==> src/rtl/load_store_unit_pkg.sv <==
// Shared constants, op struct and funct3 decode helpers for the load/store unit.
// Optional feature macro: LSU_ALIGN_CHECK_EN (see load_store_unit.sv).
package load_store_unit_pkg;

  localparam int ADDR_W      = 32;
  localparam int WORD_W      = 32;
  localparam int MEM_COUNT_W = 2;
  localparam int MEM_CODE_W  = 2;

  localparam logic [MEM_COUNT_W-1:0] MEM_COUNT_NONE = 2'd0;
  localparam logic [MEM_COUNT_W-1:0] MEM_COUNT_BYTE = 2'd1;
  localparam logic [MEM_COUNT_W-1:0] MEM_COUNT_HALF = 2'd2;
  localparam logic [MEM_COUNT_W-1:0] MEM_COUNT_WORD = 2'd3;

  localparam logic [MEM_CODE_W-1:0] MEM_CODE_NONE       = 2'd0;
  localparam logic [MEM_CODE_W-1:0] MEM_CODE_READ       = 2'd1;
  localparam logic [MEM_CODE_W-1:0] MEM_CODE_WRITE      = 2'd2;
  localparam logic [MEM_CODE_W-1:0] MEM_CODE_MISALIGNED = 2'd3;

  localparam logic [2:0] LSU_F3_B  = 3'b000;
  localparam logic [2:0] LSU_F3_H  = 3'b001;
  localparam logic [2:0] LSU_F3_W  = 3'b010;
  localparam logic [2:0] LSU_F3_BU = 3'b100;
  localparam logic [2:0] LSU_F3_HU = 3'b101;

  typedef enum logic [1:0] {
    LSU_ST_IDLE   = 2'd0,
    LSU_ST_ACCESS = 2'd1,
    LSU_ST_RESP   = 2'd2
  } lsu_state_e;

  typedef struct packed {
    logic [2:0] funct3;
    logic       store;
    logic [4:0] rd;
  } lsu_op_t;

  // Unsigned loads have no store counterpart.
  function automatic logic f3_legal(input logic [2:0] f3, input logic store);
    case (f3)
      LSU_F3_B, LSU_F3_H, LSU_F3_W: f3_legal = 1'b1;
      LSU_F3_BU, LSU_F3_HU:         f3_legal = !store;
      default:                      f3_legal = 1'b0;
    endcase
  endfunction

  function automatic logic [MEM_COUNT_W-1:0] f3_count(input logic [1:0] sz);
    case (sz)
      2'b00:   f3_count = MEM_COUNT_BYTE;
      2'b01:   f3_count = MEM_COUNT_HALF;
      default: f3_count = MEM_COUNT_WORD;
    endcase
  endfunction

  function automatic logic f3_misaligned(input logic [1:0] sz, input logic [1:0] a);
    case (sz)
      2'b00:   f3_misaligned = 1'b0;
      2'b01:   f3_misaligned = a[0];
      default: f3_misaligned = (a != 2'b00);
    endcase
  endfunction

endpackage

==> src/rtl/load_store_unit_extend.sv <==
// Combinational load-data extension: masks right-justified memory data to
// byte/half/word and sign- or zero-extends according to funct3.
module load_extend
  import load_store_unit_pkg::*;
(
  input  logic [WORD_W-1:0] rd_data_i,
  input  logic [2:0]        funct3_i,
  output logic [WORD_W-1:0] data_o
);

  logic sx;
  assign sx = ~funct3_i[2];

  always_comb begin
    data_o = rd_data_i;
    case (funct3_i[1:0])
      2'b00:   data_o = {{(WORD_W-8){sx & rd_data_i[7]}},   rd_data_i[7:0]};
      2'b01:   data_o = {{(WORD_W-16){sx & rd_data_i[15]}}, rd_data_i[15:0]};
      default: data_o = rd_data_i;
    endcase
  end

endmodule

==> src/rtl/load_store_unit.sv <==
// Memory-stage sequencer: one load/store in flight, fixed memory latency,
// single completion (result or fault) to writeback.
// Optional: define LSU_ALIGN_CHECK_EN to fault misaligned ops at accept.
module load_store_unit
  import load_store_unit_pkg::*;
#(
  parameter int READ_LAT  = 2,
  parameter int WRITE_LAT = 1
) (
  input  logic                   clk,
  input  logic                   aresetn,
  input  logic                   i_ex_valid,
  output logic                   o_ex_ready,
  input  logic [ADDR_W-1:0]      i_ex_addr,
  input  logic [WORD_W-1:0]      i_ex_wr_data,
  input  logic [2:0]             i_ex_funct3,
  input  logic                   i_ex_store,
  input  logic [4:0]             i_ex_rd,
  output logic [ADDR_W-1:0]      o_mem_req_addr,
  output logic [WORD_W-1:0]      o_mem_req_wr_data,
  output logic [MEM_COUNT_W-1:0] o_mem_req_count,
  output logic                   o_mem_req_wr_en,
  input  logic [WORD_W-1:0]      i_mem_res_rd_data,
  input  logic [MEM_CODE_W-1:0]  i_mem_res_code,
  output logic                   o_wb_valid,
  input  logic                   i_wb_ready,
  output logic [WORD_W-1:0]      o_wb_data,
  output logic [4:0]             o_wb_rd,
  output logic                   o_wb_fault
);

  localparam int MAX_LAT = (READ_LAT > WRITE_LAT) ? READ_LAT : WRITE_LAT;
  localparam int CNT_W   = (MAX_LAT > 1) ? $clog2(MAX_LAT) : 1;

  lsu_state_e               state_q;
  lsu_op_t                  op_q;
  logic [CNT_W-1:0]         cnt_q;
  logic [ADDR_W-1:0]        req_addr_q;
  logic [WORD_W-1:0]        req_wr_data_q;
  logic [MEM_COUNT_W-1:0]   req_count_q;
  logic                     req_wr_en_q;
  logic [WORD_W-1:0]        wb_data_q;
  logic [4:0]               wb_rd_q;
  logic                     wb_fault_q;

  logic                     accept_fault;
  logic [WORD_W-1:0]        ext_data;
  logic [MEM_CODE_W-1:0]    exp_code;

  always_comb begin
    accept_fault = !f3_legal(i_ex_funct3, i_ex_store);
`ifdef LSU_ALIGN_CHECK_EN
    accept_fault = accept_fault || f3_misaligned(i_ex_funct3[1:0], i_ex_addr[1:0]);
`endif
  end

  assign exp_code = op_q.store ? MEM_CODE_WRITE : MEM_CODE_READ;

  load_extend u_extend (
    .rd_data_i (i_mem_res_rd_data),
    .funct3_i  (op_q.funct3),
    .data_o    (ext_data)
  );

  always_ff @(posedge clk or negedge aresetn) begin
    if (!aresetn) begin
      state_q       <= LSU_ST_IDLE;
      op_q          <= '0;
      cnt_q         <= '0;
      req_addr_q    <= '0;
      req_wr_data_q <= '0;
      req_count_q   <= MEM_COUNT_NONE;
      req_wr_en_q   <= 1'b0;
      wb_data_q     <= '0;
      wb_rd_q       <= '0;
      wb_fault_q    <= 1'b0;
    end else begin
      case (state_q)
        LSU_ST_IDLE: begin
          if (i_ex_valid) begin
            op_q <= '{funct3: i_ex_funct3, store: i_ex_store, rd: i_ex_rd};
            if (accept_fault) begin
              state_q    <= LSU_ST_RESP;
              wb_fault_q <= 1'b1;
              wb_data_q  <= '0;
              wb_rd_q    <= '0;
            end else begin
              state_q       <= LSU_ST_ACCESS;
              cnt_q         <= i_ex_store ? CNT_W'(WRITE_LAT - 1) : CNT_W'(READ_LAT - 1);
              req_addr_q    <= i_ex_addr;
              req_wr_data_q <= i_ex_store ? i_ex_wr_data : '0;
              req_count_q   <= f3_count(i_ex_funct3[1:0]);
              req_wr_en_q   <= i_ex_store;
            end
          end
        end
        LSU_ST_ACCESS: begin
          if (cnt_q == '0) begin
            // Response is sampled on the same edge the request is released.
            state_q       <= LSU_ST_RESP;
            req_addr_q    <= '0;
            req_wr_data_q <= '0;
            req_count_q   <= MEM_COUNT_NONE;
            req_wr_en_q   <= 1'b0;
            if (i_mem_res_code == exp_code) begin
              wb_fault_q <= 1'b0;
              wb_data_q  <= op_q.store ? '0 : ext_data;
              wb_rd_q    <= op_q.store ? 5'd0 : op_q.rd;
            end else begin
              wb_fault_q <= 1'b1;
              wb_data_q  <= '0;
              wb_rd_q    <= '0;
            end
          end else begin
            cnt_q <= cnt_q - CNT_W'(1);
          end
        end
        LSU_ST_RESP: begin
          if (i_wb_ready) begin
            state_q    <= LSU_ST_IDLE;
            wb_data_q  <= '0;
            wb_rd_q    <= '0;
            wb_fault_q <= 1'b0;
          end
        end
        default: state_q <= LSU_ST_IDLE;
      endcase
    end
  end

  assign o_ex_ready        = (state_q == LSU_ST_IDLE);
  assign o_wb_valid        = (state_q == LSU_ST_RESP);
  assign o_wb_data         = wb_data_q;
  assign o_wb_rd           = wb_rd_q;
  assign o_wb_fault        = wb_fault_q;
  assign o_mem_req_addr    = req_addr_q;
  assign o_mem_req_wr_data = req_wr_data_q;
  assign o_mem_req_count   = req_count_q;
  assign o_mem_req_wr_en   = req_wr_en_q;

endmodule

==> config.mk <==
export PLATFORM = sky130hd
export DESIGN_NAME = load_store_unit
export DESIGN_NICKNAME = d
export VERILOG_FILES = /design/src/rtl/load_store_unit_pkg.sv /design/src/rtl/load_store_unit_extend.sv /design/src/rtl/load_store_unit.sv
export SDC_FILE = /design/constraint.sdc
export NUM_CORES = 1
export LEC_CHECK = 0
export ABC_AREA = 1
export CORE_MARGIN = 1
export CORE_UTILIZATION = 30
export CTS_CLUSTER_SIZE = 20
export DETAILED_ROUTE_END_ITERATION = 10
export GPL_TIMING_DRIVEN = 0
export PLACE_DENSITY = 0.64
export SLEW_MARGIN = 20
export SYNTH_ARGS = -nofsm -noshare
export SYNTH_HDL_FRONTEND = slang
export SYNTH_SLANG_ARGS = --single-unit
==> constraint.sdc <==
create_clock -name clk -period 2.7 [get_ports clk]
set_input_delay 0.27 -clock clk [delete_from_list [all_inputs] [get_ports clk]]
set_output_delay 0.27 -clock clk [all_outputs]
set_load 0.01 [all_outputs]
# Word-level counts from Yosys, hierarchy flattened
# Cells that the tools add are included.
[totals]
register_bits = 117
inputBits = 111
output_inout_bits = 107
wordCells = 94
[op_classes]
addsub = 1
eq_ne = 14
mux = 50
n_bitwise = 3
reduce_logical = 14
[op_table]
columns = ["operator", "count"]
rows = [
  ["2-to-1 mux 32 bit", 12],
  ["one-hot mux 32 bit (2 select lines)", 3],
  ["one-hot mux 32 bit (3 select lines)", 1],
  ["2-to-1 mux 5 bit", 6],
  ["2-to-1 mux 2 bit", 8],
  ["one-hot mux 5 bit (3 select lines)", 1],
  ["2-to-1 mux 1 bit", 12],
  ["one-hot mux 2 bit (2 select lines)", 2],
  ["== test 2 x 1 -> 1 bit (second input constant)", 3],
  ["== test 3 bit (second input constant)", 2],
  ["zero test 2 bit", 3],
  ["!= test 2 bit (second input constant)", 3],
  ["one-hot mux 1 bit (2 select lines)", 3],
  ["one-hot mux 2 bit (3 select lines)", 1],
  ["AND reduction 3 bit", 2],
  ["AND reduction 5 bit", 1],
  ["!= test 2 x 1 -> 1 bit (second input constant)", 2],
  ["AND reduction 4 bit", 1],
  ["== test 3 x 1 -> 1 bit (second input constant)", 1],
  ["== test 3 x 2 -> 1 bit (second input constant)", 1],
  ["zero test 3 bit", 1],
  ["one-hot mux 1 bit (3 select lines)", 1],
  ["nonzero test 3 bit", 1],
  ["OR reduction 3 bit", 1],
  ["9 further kinds", 10],
]

# Longest topological paths before layout
# Gate-level depths: netlist of run 1.
[logic_depth]
depth_word = 7
mapped_depth = 10
depth_no_buf = 8

# Modules after synthesis
# Synthesis of run 1 repeated with hierarchy kept, for this count alone.
[hier_totals]
cells_unflattened = 678
area_unflattened_um2 = 5522.8
[by_module_without_submodules]
columns = ["mod", "n_inst", "cells_per_inst", "area_each_um2", "seq_area_each_um2"]
rows = [
  ["load_store_unit", 1, 607, 5118.7, 2927.8],
  ["load_extend", 1, 71, 404.1, 0.0],
]

# Least setup slack after synthesis of run 1
# OpenSTA, ideal clock, no wires.
[synth_path]
path_kind = "flip-flop to flip-flop"
startpoint = "register state_q[1]"
endpoint = "register req_count_q[1], in the netlist o_mem_req_count[1]"
setup_time_ns = 0.130
arrival_ns = 1.304
required_ns = 2.570
slack_ns = 1.266
path_stages_with_launch = 7
path_buffers = 2
period_less_slack_ns = 1.434
path_cell_list = "dfrtp_1 > nor2_4 > nand2_2 > nand4_1 > buf_2 > clkbuf_1 > o21ai_0"
[synth_between]
elab_chain_len = 3
word_cells_on_any_way = 8
cone_classes = "4 x eq/ne; 1 x mux; 3 x reduce/logical"
[synth_rtl]
columns = ["item", "line", "text"]
rows = [
  ["start, declared", "load_store_unit.sv:35", "lsu_state_e state_q;"],
  ["start signal, assigned", "load_store_unit.sv:67", "state_q <= LSU_ST_IDLE;"],
  ["start signal, assigned", "load_store_unit.sv:83", "state_q <= LSU_ST_RESP;"],
  ["start signal, assigned", "load_store_unit.sv:88", "state_q <= LSU_ST_ACCESS;"],
  ["zero test 2 bit (*)", "n/a", ""],
  ["net o_ex_ready", "load_store_unit.sv:13", "output logic o_ex_ready,"],
  ["!= test 2 x 1 -> 1 bit (no source line) (tied with other cells)", "n/a", ""],
  ["AND reduction 4 bit (no source line)", "n/a", ""],
  ["end signal, assigned", "load_store_unit.sv:92", "req_count_q <= f3_count(i_ex_funct3[1:0]);"],
  ["end, declared", "load_store_unit.sv:40", "logic [MEM_COUNT_W-1:0] req_count_q;"],
]
# Mark *: on every way through the listed nets, which the timed path passes. The rest lies on a longest branch.
# A chain may end at the register's enable or synchronous reset.

# Worst setup path in the final report of run 1
[layout_path]
startpoint = "register state_q[0]"
endpoint = "output port o_wb_valid"
[layout_between]
elab_chain_len = 1
[layout_rtl]
columns = ["item", "line", "text"]
rows = [
  ["== test 2 bit", "load_store_unit.sv:132", "assign o_wb_valid = (state_q == LSU_ST_RESP);"],
  ["end, declared", "load_store_unit.sv:25", "output logic o_wb_valid,"],
]
# No other way between the ends.

==> impl_metrics.toml, run 1 <==
[worst_hold_path]
hold_class = "in2reg"

[critical_path]
crit_type = "reg2out"
worst_setup_path_end_kind = "primary output"
slowest_stage = "clkdlybuf4s50_1"
path_cells = "inv_2 > nand2_2 > inv_1 > clkdlybuf4s50_1"
cp_max_fo = 4
max_stage_delay_ns = 0.58
crit_path_start_kind = "register"
critPathRequiredTime_ns = 2.43
critPathArrivalTime_ns = 1.76
cp_num_buf_inv = 3
cp_top_family = "buffers and inverters"

[global_routing]
antenna_found_initial = 0
grt_max_degree = 63
grt_usage_pct = 18.62
grt_overflow = 0
grt_pass1_wl_um = 26010
grt_pass1_vias = 4982

[clock_network]
cts_buffers = 17
cts_setup_buffers = 0
hold_buffers = 1
cts_sinks = 117
clock_path_buffers = 2
clk_pin_slew_worst_paths_ns = 0.05
root_buffer = "clkbuf_16"
cts_tree = "done"
ctsResizeCount = 0
clk_latency_ns = 0.41
cts_max_level = 4

[synthesis]
synth_area_per_cell_um2 = 8.442
yosys_warnings = 0
syn_area_um2 = 5234
syn-num-nets = 731
ys_seq_area_share_pct = 55.94
synth_top_area_cell = "dfrtp_1"
yosys.area.top_type_share_pct = 55.94
synthCells = 620
ys_types = 21
synth_area_leaders = "dfrtp_1 56%, nand2_1 14%, nand3_1 9.8%"
synth_seq_cells = 117

[floorplan]
fp-row-count = 47
die_area_um2 = 17980
core_um2 = 16820
pin_count = 218
fp.dieH_um = 134.1
start_util_pct = 31.12
die_w_um = 134.1

[place]
hpwl_um = 11100
dpl_worst_slack_ns = 0.5696
port_buffers = 216
globalplace.congestion = 0.7602

[sta]
max_freq_mhz = 492.8
slew_headroom_pct = 63.99
fin_ws_ns = 0.6706
fin_worst_hold_slack_ns = 0.2397
skew_ns = 0.008509
rsz0062_at_grt = "no"
worst_slew_pin_slew_ns = 0.5402
report.final.slew_viol_count = 0
fin_crit_ns = 2.029
hold_violations = 0
timing.final.crit_share_pct = 75.16
setup-violations-final = 0

[routing]
vias = 4999
post_drt_wl_per_cell_um = 14.51
ant_nets = 0
via_per_inst = 4.586
drt_iter0_markers = 183
drt-pass1-iter-count = 4
wirelength_um = 15810
post-route-drc-count = 0

[pwr]
power_density_nw_per_um2 = 1066
ir_drop_v = 0.0004760
p_leak_nw = 3.976

[outcome]
status = "complete, no violations"

[finish]
drive_gt1_share_pct = 9.540
fill_cells = 1648
multi_input_area_um2 = 1972
final_nets = 968
antenna_cells = 0
seqCellArea_um2 = 2928
area_growth_pct = 59.74

[job]
drv_cap = 0
[metal layers]
layer / part of all wire (%) / up-vias / wire length (um) / global-route usage, %
met1: 45 / 2335 / 7112 / 23.87
met5: 0 / - / 0 / 0
li1: - / 2476 / - / -
met3: 8.3 / 12 / 1319 / 6.954
met2: 46 / 176 / 7212 / 29.27
met4: 1.1 / 0 / 167 / 5.368
[worst reg2reg max path, stage by stage (launching register included)]
cell	delay, ns
dfrtp_1	0.46
nor2_4	0.19
nand2_2	0.10
nand4_1	0.12
buf_2	0.26
clkbuf_1	0.36
o21ai_0	0.15
[path summary, 6_finish.rpt]
kind	startpoint	endpoint	slack (ns)	depth (start not counted)
hold / removal	i_ex_store	op_q[5]	0.24	3
max in group asynchronous	aresetn	o_mem_req_count[0]	1.62	3
min in group asynchronous	aresetn	o_wb_data[21]	0.39	2
setup reg to reg	state_q[1]	o_mem_req_wr_data[9]	0.93	6
hold reg to reg	o_mem_req_addr[22]	o_mem_req_addr[22]	0.48	2
setup / recovery	state_q[0]	o_wb_valid	0.67	4
[power breakdown]
group / total [mW] / switching (mW) / leakage, nW / internal (mW)
Clock: 2.52 / 0.808 / 0.317 / 1.71
Combinational: 3.69 / 2.00 / 2.13 / 1.68
Sequential: 2.71 / 0.342 / 1.53 / 2.37
Total: 8.91 / 3.15 / 3.98 / 5.76
[logic make-up (layout without fill, tap and decap cells)]
group,Yosys count,after routing,share of synthesized area [%]
flops,117,117,55.94
buf+inv,70,320,6.383
simple gates,369,369,31.56
compound gates,64,64,6.120
[state kept, by name, summed over array words and instances (netlist names)]
register,count
o_wb_data,32
o_wb_fault,1
o_mem_req_wr_en,1
o_mem_req_count,2
o_mem_req_wr_data,32
o_mem_req_addr,32
op_q,9
cnt_q,1
o_wb_rd,5
state_q,2
[placed cells by master, fill, tap and decap left out, types with 4 or more instances in the layout]
master           Yosys  layout
a21oi_1             13      13
buf_2               18      18
buf_6                5       6
bufinv_16            0       5
clkbuf_1            15      18
clkbuf_16            0      17
clkdlybuf4s50_1      0     215
dfrtp_1            117     117
inv_1               21      21
inv_2                5       5
nand2_1            191     191
nand2_4              4       4
nand3_1            103     103
nand3_2              9       9
nor2_1              51      51
o21ai_0             51      51
[Yosys cell counts]
master      n
nand2_4     4
buf_4       3
clkbuf_1   15
nor2_1     51
nand4_1     3
nand2_2     3
a21oi_1    13
o21ai_0    51
nand2_1   191
nor2_8      1
clkinv_1    1
nand3_2     9
inv_2       5
buf_6       5
nor2_4      2
inv_1      21
nand3_1   103
nor2_2      2
buf_1       2
buf_2      18
dfrtp_1   117
[per-stage QoR]
step	cell area (um^2)	power, mW	util (%)	setup TNS (ns)	instances
finish	8361	8.910	49.71	0	1090
global route	8361	9.537	49.71	0	1090
CTS	8361	9.033	49.71	0	1090
detailed placement	7700	6.455	45.78	0	1057
global placement	7671	6.435	45.61	-403.52	1056
floorplan	5234	4.586	-	0	620
[cell type report]
class                   count  area share, %
flip-flops and latches    117          35.02
repair buffers            218          26.32
multi-input cells         433          23.59
clock buffers              23          5.717
well taps                 220          3.292
plain buffers              43          2.784
clock inverters             9          2.065
inverters                  27          1.212
No activity file was read; power rests on OpenSTA's default activity.
==> inputs of run 2 (changes only) <==
- PLACE_DENSITY: 0.64 -> 0.66
- clock period: 2.7 -> 1.8 ns (I/O delays scaled with it)
==> run 2 against run 1 <==
Via count about the same. Global-route usage down 0.16 points. Sequential cell count did not move. Die area unchanged. Combinational power up 50%. Clock skew decreased by 0.0031 ns. Hold slack got worse by 0.083 ns. Final area fell by 0.30%. Clock power grew 42%. Setup slack worse by 0.53 ns. Critical endpoint unchanged.
==> impl_metrics.toml, run 2 (synthesis gave the netlist of run 1 again) <==
[outcome]
status = "complete, no violations"

[finish]
final_nets = 968
antenna_cells = 0
area_growth_pct = 59.26
final_util_pct = 49.56
final_cell_mix = "213 x clkdlybuf4s50_1, 191 x nand2_1, 117 x dfrtp_1, 103 x nand3_1"
final_area_um2 = 8335
fill_cells = 1646
drive_gt1_share_pct = 10.34
mostFrequentLayoutCell = "clkdlybuf4s50_1"

[clock_network]
cts_tree = "done"
cts_buffers = 17
clock_path_buffers = 2
clk_latency_ns = 0.41
cts_sinks = 117
cts_setup_buffers = 0
cts_max_level = 4
root_buffer = "clkbuf_16"
clk_pin_slew_worst_paths_ns = 0.05

[pwr]
p_leak_nw = 3.983
total_power_mw = 13.18
power_density_nw_per_um2 = 1581
ir_drop_v = 0.0007044

[sta]
hold_violations = 0
rsz0062_at_grt = "no"
report.final.slew_viol_count = 0
worst_slew_pin_slew_ns = 0.5117
slew_headroom_pct = 65.88
setup-violations-final = 0
max_freq_mhz = 603.4
timing.final.crit_share_pct = 92.07
skew_ns = 0.005360
fin_crit_ns = 1.657
fin_worst_hold_slack_ns = 0.1565

[global_routing]
antenna_found_initial = 0
grt_pass1_wl_um = 25920
grt_max_degree = 69
grt_overflow = 0
grt_usage_pct = 18.46
grt_pass1_vias = 4976

[critical_path]
crit_type = "reg2out"
crit_path_start_kind = "register"
cp_max_fo = 4
critPathRequiredTime_ns = 1.62
worst_setup_path_end_kind = "primary output"
critPathArrivalTime_ns = 1.48
rrSetupSlack_ns = 0.18

[floorplan]
die_area_um2 = 17980
die_w_um = 134.1
fp-row-count = 47
fp.dieH_um = 134.1
pin_count = 218
start_util_pct = 31.12
core_um2 = 16820

[place]
globalplace.congestion = 0.7653
hpwl_um = 11180
dpl_cell_area_um2 = 7700
port_buffers = 216

[routing]
via_per_inst = 4.583
post_drt_wl_per_cell_um = 14.46
top_layer = "met4"
ant_nets = 0
met3WireLength_um = 1340
drt-pass1-iter-count = 5
wirelength_um = 15770
post-route-drc-count = 0
vias = 4996
m1WireLength_um = 6831
drt_iter0_markers = 274
routed-wl-met2_um = 7320

[job]
drv_cap = 0

[worst_hold_path]
hold_class = "in2reg"
==> run 2: cell count changes in the layout (fill, tap and decap cells not counted), moves of 3 or more <==
cell	delta
clkbuf_1	-5
clkbuf_2	+4
clkinv_2	+3
clkinv_4	+3
==> run 2: per-stage QoR <==
stage	worst slack, ns	setup TNS, ns	cells
after floorplan	0.3659	0	620
after global routing	0.007411	0	1090
after global placement	-4.269	-506.31	1056
after detailed placement	-0.2583	-9.377	1057
after CTS	0.02249	0	1090
final	0.1428	0	1090
==> run 2: critical path: stages, from the launching register on <==
cell and delay (ns):
dfrtp_1 0.43, inv_2 0.11, nand2_2 0.09, inv_1 0.12
dlygate4sd2_1 0.32
==> run 2: final cells by class <==
class | count | area (um^2) | area share [%]
inverters | 27 | 101.3 | 1.216
clock buffers | 18 | 439.2 | 5.269
multi-input cells | 433 | 1972 | 23.66
clock inverters | 14 | 183.9 | 2.207
well taps | 220 | 275.3 | 3.302
repair buffers | 218 | 2198 | 26.37
plain buffers | 43 | 237.7 | 2.852
flip-flops and latches | 117 | 2928 | 35.12
==> run 2: routing by layer <==
layer  vias to the layer above  global-route usage, %
met5                         -                      0
met4                         0                  6.367
met3                        19                  5.933
met2                       196                  28.76
met1                      2294                  24.11
li1                       2487                      -
==> run 2: final timing paths <==
kind,to,start,cells past startpoint
setup / recovery,o_wb_valid,state_q[0],4
hold / removal,op_q[5],i_ex_store,3
setup reg to reg,o_mem_req_count[1],state_q[1],6
hold reg to reg,o_mem_req_addr[2],o_mem_req_addr[2],2
max in group asynchronous,o_mem_req_wr_data[29],aresetn,3
min in group asynchronous,o_wb_data[26],aresetn,2
==> run 2: what timing repair did <==
item	CTS	global route
endpoints found under the setup margin	2	32
hold buffers	1	0
endpoints found under the hold margin	49	0
gates resized for setup	2	6
==> run 2: power by group <==
group	total, mW	internal, mW	switching (mW)
Combinational	5.55	2.52	3.03
Clock	3.57	2.34	1.22
Sequential	4.06	3.55	0.513
Total	13.2	8.41	4.77
